--- src/rtl/sensor_channel_fifo_array_if.sv ---
// Write/read stream bundle for sensor_channel_fifo_array: tagged write port and tagged valid/ready output.
interface sensor_channel_fifo_array_if #(
    parameter int DATA_WIDTH = 32,
    parameter int CH_WIDTH   = 2
);
    logic                  wr_valid;
    logic [CH_WIDTH-1:0]   wr_channel;
    logic [DATA_WIDTH-1:0] wr_data;
    logic                  wr_ready;
    logic                  rd_valid;
    logic                  rd_ready;
    logic [DATA_WIDTH-1:0] rd_data;
    logic [CH_WIDTH-1:0]   rd_channel;

    modport master (
        output wr_valid, wr_channel, wr_data, rd_ready,
        input  wr_ready, rd_valid, rd_data, rd_channel
    );

    modport slave (
        input  wr_valid, wr_channel, wr_data, rd_ready,
        output wr_ready, rd_valid, rd_data, rd_channel
    );
endinterface

--- src/rtl/sensor_channel_fifo_array.sv ---
// NUM_CHANNELS independent FIFOs behind one tagged write port, drained round-robin into a registered output.
// Optional build macro SENSOR_FIFO_STICKY_ERR_EN: sticky overflow flags cleared by err_clear (default: one-cycle pulses).
module sensor_channel_fifo_array #(
    parameter int DATA_WIDTH   = 32,
    parameter int NUM_CHANNELS = 4,
    parameter int FIFO_DEPTH   = 16,
    parameter int CH_WIDTH     = $clog2(NUM_CHANNELS),
    parameter int ADDR_WIDTH   = $clog2(FIFO_DEPTH)
) (
    input  logic                                   clock,
    input  logic                                   reset,
    sensor_channel_fifo_array_if.slave             bus,
    input  logic [NUM_CHANNELS-1:0]                ch_enable,
    input  logic [NUM_CHANNELS-1:0]                ch_flush,
    input  logic [ADDR_WIDTH:0]                    afull_thresh,
    input  logic                                   err_clear,
    output logic [NUM_CHANNELS-1:0]                ch_full,
    output logic [NUM_CHANNELS-1:0]                ch_empty,
    output logic [NUM_CHANNELS-1:0]                ch_almost_full,
    output logic [NUM_CHANNELS-1:0]                ch_overflow,
    output logic [NUM_CHANNELS*(ADDR_WIDTH+1)-1:0] ch_fill_level,
    output logic [15:0]                            write_count,
    output logic [15:0]                            read_count,
    output logic [15:0]                            drop_count
);
    localparam int PW = ADDR_WIDTH + 1;

    logic [DATA_WIDTH-1:0] mem [NUM_CHANNELS][FIFO_DEPTH];
    logic [PW-1:0]         wr_ptr [NUM_CHANNELS];
    logic [PW-1:0]         rd_ptr [NUM_CHANNELS];
    logic [PW-1:0]         fill [NUM_CHANNELS];

    logic [NUM_CHANNELS-1:0] wr_sel;
    logic [NUM_CHANNELS-1:0] wr_en;
    logic [NUM_CHANNELS-1:0] drop;
    logic [NUM_CHANNELS-1:0] eligible;
    logic [NUM_CHANNELS-1:0] pop;

    logic [CH_WIDTH-1:0]   last_grant;
    logic [CH_WIDTH-1:0]   grant;
    logic                  grant_found;
    logic                  load;
    logic [DATA_WIDTH-1:0] pop_data;

    logic                  rd_valid_q;
    logic [DATA_WIDTH-1:0] rd_data_q;
    logic [CH_WIDTH-1:0]   rd_channel_q;

    always_comb begin
        ch_fill_level  = '0;
        ch_full        = '0;
        ch_empty       = '0;
        ch_almost_full = '0;
        wr_sel         = '0;
        for (int i = 0; i < NUM_CHANNELS; i++) begin
            fill[i]           = wr_ptr[i] - rd_ptr[i];
            ch_empty[i]       = (wr_ptr[i] == rd_ptr[i]);
            ch_full[i]        = (wr_ptr[i][ADDR_WIDTH-1:0] == rd_ptr[i][ADDR_WIDTH-1:0]) &&
                                (wr_ptr[i][ADDR_WIDTH] != rd_ptr[i][ADDR_WIDTH]);
            ch_almost_full[i] = (fill[i] >= afull_thresh);
            ch_fill_level[i*PW +: PW] = fill[i];
            wr_sel[i]         = (bus.wr_channel == CH_WIDTH'(i));
        end
    end

    // A flushed channel swallows its same-cycle write silently and is excluded from arbitration.
    assign bus.wr_ready = !(|(wr_sel & ch_full));
    assign wr_en        = {NUM_CHANNELS{bus.wr_valid}} & wr_sel & ~ch_full & ~ch_flush;
    assign drop         = {NUM_CHANNELS{bus.wr_valid}} & wr_sel &  ch_full & ~ch_flush;
    assign eligible     = ch_enable & ~ch_empty & ~ch_flush;
    assign load         = (!rd_valid_q || bus.rd_ready) && grant_found;

    // Round-robin search starting one past the last granted channel.
    always_comb begin
        grant       = '0;
        grant_found = 1'b0;
        pop_data    = '0;
        pop         = '0;
        for (int k = 1; k <= NUM_CHANNELS; k++) begin
            for (int i = 0; i < NUM_CHANNELS; i++) begin
                if (!grant_found && eligible[i] &&
                    ((int'(last_grant) + k == i) || (int'(last_grant) + k == i + NUM_CHANNELS))) begin
                    grant_found = 1'b1;
                    grant       = CH_WIDTH'(i);
                end
            end
        end
        for (int i = 0; i < NUM_CHANNELS; i++) begin
            if (grant_found && grant == CH_WIDTH'(i)) begin
                pop_data = mem[i][rd_ptr[i][ADDR_WIDTH-1:0]];
                pop[i]   = load;
            end
        end
    end

    always_ff @(posedge clock) begin
        for (int i = 0; i < NUM_CHANNELS; i++) begin
            if (wr_en[i]) begin
                mem[i][wr_ptr[i][ADDR_WIDTH-1:0]] <= bus.wr_data;
            end
        end
    end

    always_ff @(posedge clock) begin
        if (!reset) begin
            for (int i = 0; i < NUM_CHANNELS; i++) begin
                wr_ptr[i] <= '0;
                rd_ptr[i] <= '0;
            end
            last_grant   <= CH_WIDTH'(NUM_CHANNELS - 1);
            rd_valid_q   <= 1'b0;
            rd_data_q    <= '0;
            rd_channel_q <= '0;
            write_count  <= '0;
            read_count   <= '0;
            drop_count   <= '0;
        end else begin
            for (int i = 0; i < NUM_CHANNELS; i++) begin
                if (ch_flush[i]) begin
                    wr_ptr[i] <= '0;
                    rd_ptr[i] <= '0;
                end else begin
                    if (wr_en[i]) wr_ptr[i] <= wr_ptr[i] + 1'b1;
                    if (pop[i])   rd_ptr[i] <= rd_ptr[i] + 1'b1;
                end
            end
            if (load) begin
                rd_valid_q   <= 1'b1;
                rd_data_q    <= pop_data;
                rd_channel_q <= grant;
                last_grant   <= grant;
            end else if (bus.rd_ready) begin
                rd_valid_q <= 1'b0;
            end
            if (|wr_en)                       write_count <= write_count + 16'd1;
            if (rd_valid_q && bus.rd_ready)   read_count  <= read_count + 16'd1;
            if (|drop && drop_count != 16'hFFFF) drop_count <= drop_count + 16'd1;
        end
    end

`ifdef SENSOR_FIFO_STICKY_ERR_EN
    // A new overflow wins over a coincident clear.
    always_ff @(posedge clock) begin
        if (!reset) begin
            ch_overflow <= '0;
        end else begin
            ch_overflow <= drop | (err_clear ? '0 : ch_overflow);
        end
    end
`else
    logic unused_err_clear;
    assign unused_err_clear = err_clear;

    always_ff @(posedge clock) begin
        if (!reset) begin
            ch_overflow <= '0;
        end else begin
            ch_overflow <= drop;
        end
    end
`endif

    assign bus.rd_valid   = rd_valid_q;
    assign bus.rd_data    = rd_data_q;
    assign bus.rd_channel = rd_channel_q;

endmodule

--- src/flat_wrapper.sv ---
// flat-port wrapper written by rule: the top's interface ports become plain ports
module sensor_channel_fifo_array_flat 
#(
    parameter int DATA_WIDTH   = 32,
    parameter int NUM_CHANNELS = 4,
    parameter int FIFO_DEPTH   = 16,
    parameter int CH_WIDTH     = $clog2(NUM_CHANNELS),
    parameter int ADDR_WIDTH   = $clog2(FIFO_DEPTH)
)
  (clock, reset, ch_enable, ch_flush, afull_thresh, err_clear, ch_full, ch_empty, ch_almost_full, ch_overflow, ch_fill_level, write_count, read_count, drop_count, bus_wr_valid, bus_wr_channel, bus_wr_data, bus_rd_ready, bus_wr_ready, bus_rd_valid, bus_rd_data, bus_rd_channel);
  sensor_channel_fifo_array_if #(.DATA_WIDTH(DATA_WIDTH), .CH_WIDTH(CH_WIDTH)) bus_i ();
  input  logic clock;
  input  logic reset;
  input  logic [NUM_CHANNELS-1:0] ch_enable;
  input  logic [NUM_CHANNELS-1:0] ch_flush;
  input  logic [ADDR_WIDTH:0] afull_thresh;
  input  logic err_clear;
  output logic [NUM_CHANNELS-1:0] ch_full;
  output logic [NUM_CHANNELS-1:0] ch_empty;
  output logic [NUM_CHANNELS-1:0] ch_almost_full;
  output logic [NUM_CHANNELS-1:0] ch_overflow;
  output logic [NUM_CHANNELS*(ADDR_WIDTH+1)-1:0] ch_fill_level;
  output logic [15:0] write_count;
  output logic [15:0] read_count;
  output logic [15:0] drop_count;
  input wire logic [$bits(bus_i.wr_valid)-1:0] bus_wr_valid;
  input wire logic [$bits(bus_i.wr_channel)-1:0] bus_wr_channel;
  input wire logic [$bits(bus_i.wr_data)-1:0] bus_wr_data;
  input wire logic [$bits(bus_i.rd_ready)-1:0] bus_rd_ready;
  output wire logic [$bits(bus_i.wr_ready)-1:0] bus_wr_ready;
  output wire logic [$bits(bus_i.rd_valid)-1:0] bus_rd_valid;
  output wire logic [$bits(bus_i.rd_data)-1:0] bus_rd_data;
  output wire logic [$bits(bus_i.rd_channel)-1:0] bus_rd_channel;
  assign bus_i.wr_valid = bus_wr_valid;
  assign bus_i.wr_channel = bus_wr_channel;
  assign bus_i.wr_data = bus_wr_data;
  assign bus_i.rd_ready = bus_rd_ready;
  assign bus_wr_ready = bus_i.wr_ready;
  assign bus_rd_valid = bus_i.rd_valid;
  assign bus_rd_data = bus_i.rd_data;
  assign bus_rd_channel = bus_i.rd_channel;
  sensor_channel_fifo_array #(.DATA_WIDTH(DATA_WIDTH), .NUM_CHANNELS(NUM_CHANNELS), .FIFO_DEPTH(FIFO_DEPTH), .CH_WIDTH(CH_WIDTH), .ADDR_WIDTH(ADDR_WIDTH)) u_core (.clock(clock), .reset(reset), .bus(bus_i), .ch_enable(ch_enable), .ch_flush(ch_flush), .afull_thresh(afull_thresh), .err_clear(err_clear), .ch_full(ch_full), .ch_empty(ch_empty), .ch_almost_full(ch_almost_full), .ch_overflow(ch_overflow), .ch_fill_level(ch_fill_level), .write_count(write_count), .read_count(read_count), .drop_count(drop_count));
endmodule
--- config.mk ---
export PLATFORM = sky130hd
export DESIGN_NAME = sensor_channel_fifo_array_flat
export DESIGN_NICKNAME = d
export VERILOG_FILES = /design/src/rtl/sensor_channel_fifo_array_if.sv /design/src/rtl/sensor_channel_fifo_array.sv /design/src/flat_wrapper.sv
export SDC_FILE = /design/constraint.sdc
export NUM_CORES = 2
export LEC_CHECK = 0
export ABC_AREA = 1
export CAP_MARGIN = 0
export CORE_AREA = 2 2 382 422
export DETAILED_ROUTE_END_ITERATION = 16
export DIE_AREA = 0 0 384 424
export PLACE_DENSITY = 0.82
export SYNTH_ARGS = -nofsm -noshare
export SYNTH_HDL_FRONTEND = slang
export SYNTH_SLANG_ARGS = --single-unit
--- constraint.sdc ---
create_clock -name clock -period 4 [get_ports clock]
set_clock_uncertainty 0.2 [all_clocks]
set_input_delay 1.2 -clock clock [delete_from_list [all_inputs] [get_ports clock]]
set_output_delay 1.2 -clock clock [all_outputs]
set_load 0.01 [all_outputs]
* Yosys cells after proc, flatten, opt, wreduce, memory -nomap -nowiden
Memories as Yosys holds them, arrays and structs flattened. Cells that the tools add are included. W data, S select, Z words.
Word-level totals: flip-flop bits (word level) 89, bits in latches 0, memory bits (writable) 2088, memory bits (read-only) 0, input bits 52, output and inout bits 120, word-level logic and storage cells 356, memories kept 3
Memories:
- u_core.mem | words 4, width 512, read ports 4, clocked after memory_dff 0, write ports 1, line sensor_channel_fifo_array.sv:28 | logic [DATA_WIDTH-1:0] mem [NUM_CHANNELS][FIFO_DEPTH];
- u_core.rd_ptr | words 4, width 5, read ports 4, clocked after memory_dff 0, write ports 4, line sensor_channel_fifo_array.sv:30 | logic [PW-1:0] rd_ptr [NUM_CHANNELS];
- u_core.wr_ptr | words 4, width 5, read ports 4, clocked after memory_dff 0, write ports 4, line sensor_channel_fifo_array.sv:29 | logic [PW-1:0] wr_ptr [NUM_CHANNELS];
Operators by class: add/sub/neg operators 19, $mul 0, div/mod/pow operators 0, $lt $le $gt $ge 16, equality and inequality tests 47, shift-type cells 0, muxes and demuxes 135, bitwise gates (word level) 35, reductions and logical operators 93
Operators by type and width (number):
- $mux W512 | 10
- $reduce_or A512 Y1 | 3
- $bmux W32 S4 | 4
- $demux W32 S4 | 4
- $eq A32 B4 Y1 const B | 16
- $mux W32 | 16
- $eq A32 B3 Y1 const B | 8
- $eq A32 B2 Y1 const B | 4
- $logic_not A32 Y1 | 4
- $mux W5 | 16
- $mux W1 | 68
- $add A16 B1 Y16 const B | 3
- $logic_and A1 B1 Y1 | 46
- $add A5 B1 Y5 const B | 8
- $ge A5 B5 Y1 const B | 8
- $not A4 Y5 | 8
- $mux W2 | 17
- $and A4 B4 Y4 | 8
- $eq A5 B5 Y1 | 4
- $ge A5 B5 Y1 | 4
- $lt A5 B1 Y1 const B | 4
- $sub A5 B5 Y5 | 4
- $logic_not A1 Y1 | 17
- $logic_or A1 B1 Y1 | 17
- 13 further kinds | 44

* Longest topological paths before layout
An unclocked memory read counts as a cell.
depth after elaboration 75, mapped depth 27, depth with buffers taken out 23

* Least setup slack after synthesis
Ideal clock, no wire load.
path type register -> register, from mem u_core.rd_ptr[0][1] (netlist name), to mem u_core.mem[0][100] (netlist name) (enable), setup time 0.421 ns, arrival 3.559 ns, data required time 3.379 ns, setup slack -0.180 ns, cell stages (with the launch flop) 13, path buffers 3, period minus slack after synthesis 4.180 ns, cells stage by stage edfxtp_1 inv_1 clkbuf_1 clkbuf_1 buf_1 ha_1 nand2_1 nor2_1 nand2_1 nand2_1 inv_1 nand2_1 nor2_1
RTL lines (line):
- start, declared | sensor_channel_fifo_array.sv:30
- end, declared | sensor_channel_fifo_array.sv:28

==> results.yml <==
grt:
  grt_max_degree: 214
  antenna_found_initial: 13
  track_usage_pct: 30.6
  gr-total-overflow: 0
  grt_first_pass_wirelength_um: 370000
  first_global_vias: 59100
setup_path:
  crit_path_start: "u_core.wr_ptr[0][15]"
  cp_max_fo: 2
  reg2reg_slack_ps: 150
  start_kind: "flip-flop"
  required_ps: 2600
  timing.rr.start: "u_core.rd_ptr[3][0]"
  worst_setup_path_end_kind: "primary output"
  arrival_ps: 3070
  path_class: "flip-flop to primary output"
sta:
  maxSlewHeadroom_pct: 14.9
  worst_slack_ps: -470
  fin_crit_sh_pct: 112
  rsz0062_at_grt: "yes"
  drv_slew: 0
  worst_pin_slew_ps: 1280
  max_freq_mhz: 224
  final_hold_viol_count: 0
  setup_viol: 7
  timing.final.crit_period_ps: 4470
route:
  wl_per_cell_um: 27.3
  drt-initial-drc-count: 9915
  drtPass1Iterations: 9
  totalWireLength_um: 256000
  drc: 0
  ant_nets: 0
  via_count: 61300
  viasPerCell: 6.54
yosys:
  yosys.area_share.simple_pct: 10.2
  synth-edff-count: 2088
  muxShareOfSynthArea_pct: 0
  synth-xor-area-share_pct: 0.303
  synth_nets: 6878
  synthCells: 6763
  synth_compound_area_share_pct: 11.6
  async_reset_ff_share_pct: 0
  seq_area_frac_synth_pct: 74.3
  ys.flop_type: "edfxtp_1"
  ys_warn_count: 0
  ys_types: 47
  synthAdderAreaFrac_pct: 0.942
  ys_ff_latch: 2177
  netlist_area_um2: 86800
  avgSynthCellArea_um2: 12.8
  synth_top_family_by_area: "compound AO/OA/AOI/OAI gates"
run:
  drv_cap: 0
placement:
  dp_cells: 8960
  place_hpwl_um: 144000
  routabilityCongestion: 0.936
  io_buffers: 170
  dp_slack_ps: -723
finish:
  syn2layout_area_growth_pct: 16.2
  drive_above_1_share_pct: 12.4
  final_cell_mix: "edfxtp_1, nor2_1, o21ai_0"
  layout.nets: 7204
  n_fill_cell: 10500
  stdcell_count: 9370
  final_common_cell: "edfxtp_1"
floorplan:
  chipWidth_um: 384
  std_cell_rows: 154
  fp.dieH_um: 424
  core_um2: 159000
  fp.dieArea_um2: 163000
  initial_core_util_pct: 54.6
  num_io_pins: 172
clocking:
  numCtsBuffers: 199
  htree_levels: 4
  clockRootBuffer: "clkbuf_16"
  cts_tree: "built"
  clock-sinks: 2177
  clk_latency_ps: 840
  clk_pin_slew_ps: 60
  clk_path_buf_depth: 3
power:
  ir_worst_vdd_uv: 570
  powerDensity_nw_per_um2: 569
  leakagePower_nw: 33.7
run_status:
  outcome: "finished with violations"
  failed_checks: "negative setup slack"
min_path:
  hold_start: "u_core.bus.rd_channel[0]"
  hold_path.class: "flip-flop to flip-flop"
-- metal layers --
metal / track usage, % / wire (um)
met5: 0 / 46
met3: 8.04 / 34000
met2: 47.8 / 118000
met4: 18.8 / 17800
met1: 38.3 / 85400
-- kinds of logic after synthesis --
| kind of cell | count (synthesis) |
|---|---|
| and+or+nand+nor | 2198 |
| DFF | 2177 |
| AOI/OAI and AO/OA | 1692 |
| buffers and inverters | 603 |
| adders and majority gates | 63 |
| xor gates and xnor gates | 30 |
-- cell type report --
type	count	area, um^2	area share (%)
multi-input cells	3983	20900	20.8
clock inverters	120	1180	1.17
inverters	168	677	0.671
flip-flops and latches	2177	64500	63.9
diodes	6	15.0	0.0149
well taps	2106	2640	2.61
repair buffers	560	5670	5.62
clock buffers	250	5280	5.24
-- cell usage after synthesis, types with 3 or more instances --
| library cell | number | area share [%] |
|---|---|---|
| edfxtp_1 | 2088 | 72 |
| nor2_1 | 1018 | 4.4 |
| o21ai_0 | 846 | 4.9 |
| nand2_1 | 784 | 3.4 |
| clkbuf_1 | 382 | 1.7 |
| nand3_1 | 303 | 1.7 |
| a21oi_1 | 248 | 1.4 |
| o22ai_1 | 236 | 1.7 |
| inv_1 | 154 | 0.67 |
| o221ai_1 | 151 | 1.5 |
| dfxtp_1 | 89 | 2.1 |
| a221oi_1 | 60 | 0.61 |
| ha_1 | 59 | 0.85 |
| a32o_1 | 55 | 0.63 |
| o211ai_1 | 41 | 0.35 |
| buf_1 | 35 | 0.15 |
| nor3_1 | 34 | 0.20 |
| a22oi_1 | 30 | 0.26 |
| xor2_1 | 29 | 0.29 |
| nand4_1 | 22 | 0.16 |
| buf_2 | 16 | 0.092 |
| o21bai_1 | 8 | 0.069 |
| inv_2 | 7 | 0.030 |
| clkinv_1 | 6 | 0.026 |
| nor4_1 | 6 | 0.043 |
| a31oi_1 | 5 | 0.036 |
| nand3b_1 | 5 | 0.043 |
| nor3b_1 | 5 | 0.043 |
| o311ai_0 | 5 | 0.050 |
| and3_1 | 4 | 0.029 |
| fa_1 | 4 | 0.092 |
| nand2_2 | 4 | 0.029 |
| nor2_4 | 4 | 0.052 |
| o21a_1 | 3 | 0.026 |
| or2_2 | 3 | 0.022 |
-- registers in the layout, summed over array words and instances (netlist names) --
register	flops
u_core.mem	2048
u_core.wr_ptr	20
u_core.read_count	16
u_core.ch_overflow	4
u_core.bus.rd_data	32
u_core.write_count	16
u_core.bus.rd_channel	2
u_core.rd_ptr	20
u_core.drop_count	16
u_core.bus.rd_valid	1
u_core.last_grant	2
-- per-stage QoR --
step           hold WS [ps]  total power [mW]  setup TNS, ps  util (%)  instance area (um^2)
3_3_place_gp            251              37.8         -12330      59.0                 93700
6_report                275              57.4          -1730      63.5                101000
3_5_place_dp            264              38.2         -16170      59.0                 93700
5_1_grt                 293              58.9          -2360      63.5                101000
2_1_floorplan           283              32.8         -21400         -                 86800
4_1_cts                 273              56.8          -2040      63.3                101000
-- power by group --
group	leakage (nW)	total, mW	internal (mW)	switching [mW]
Sequential	19.6	25.6	25.2	0.361
Combinational	11.0	13.0	4.04	8.93
Clock	3.14	18.9	10.5	8.40
Total	33.7	57.4	39.7	17.7
-- timing repair --
item,CTS,global route
buffers inserted,30,9
gates resized for setup,124,44
setup endpoints to repair,29,55
pin swaps,21,19
hold buffers,0,0
cloned,0,0
-- final timing paths --
path,endpoint,cells past startpoint
worst max-delay path,ch_almost_full[3],11
worst min register to register,u_core.bus.rd_channel[0],2
worst min-delay path,u_core.bus.rd_channel[0],2
worst max register to register,u_core.bus.rd_data[28],13
-- worst max-delay path: stages (launching register included) --
cell	delay, ps
edfxtp_1	410
inv_2	110
ha_4	150
inv_4	50
fa_2	460
xor2_2	220
ha_1	290
inv_1	40
o21bai_1	130
a21oi_1	90
o21bai_1	130
buf_2	150
(Power assumes the default switching activity.)
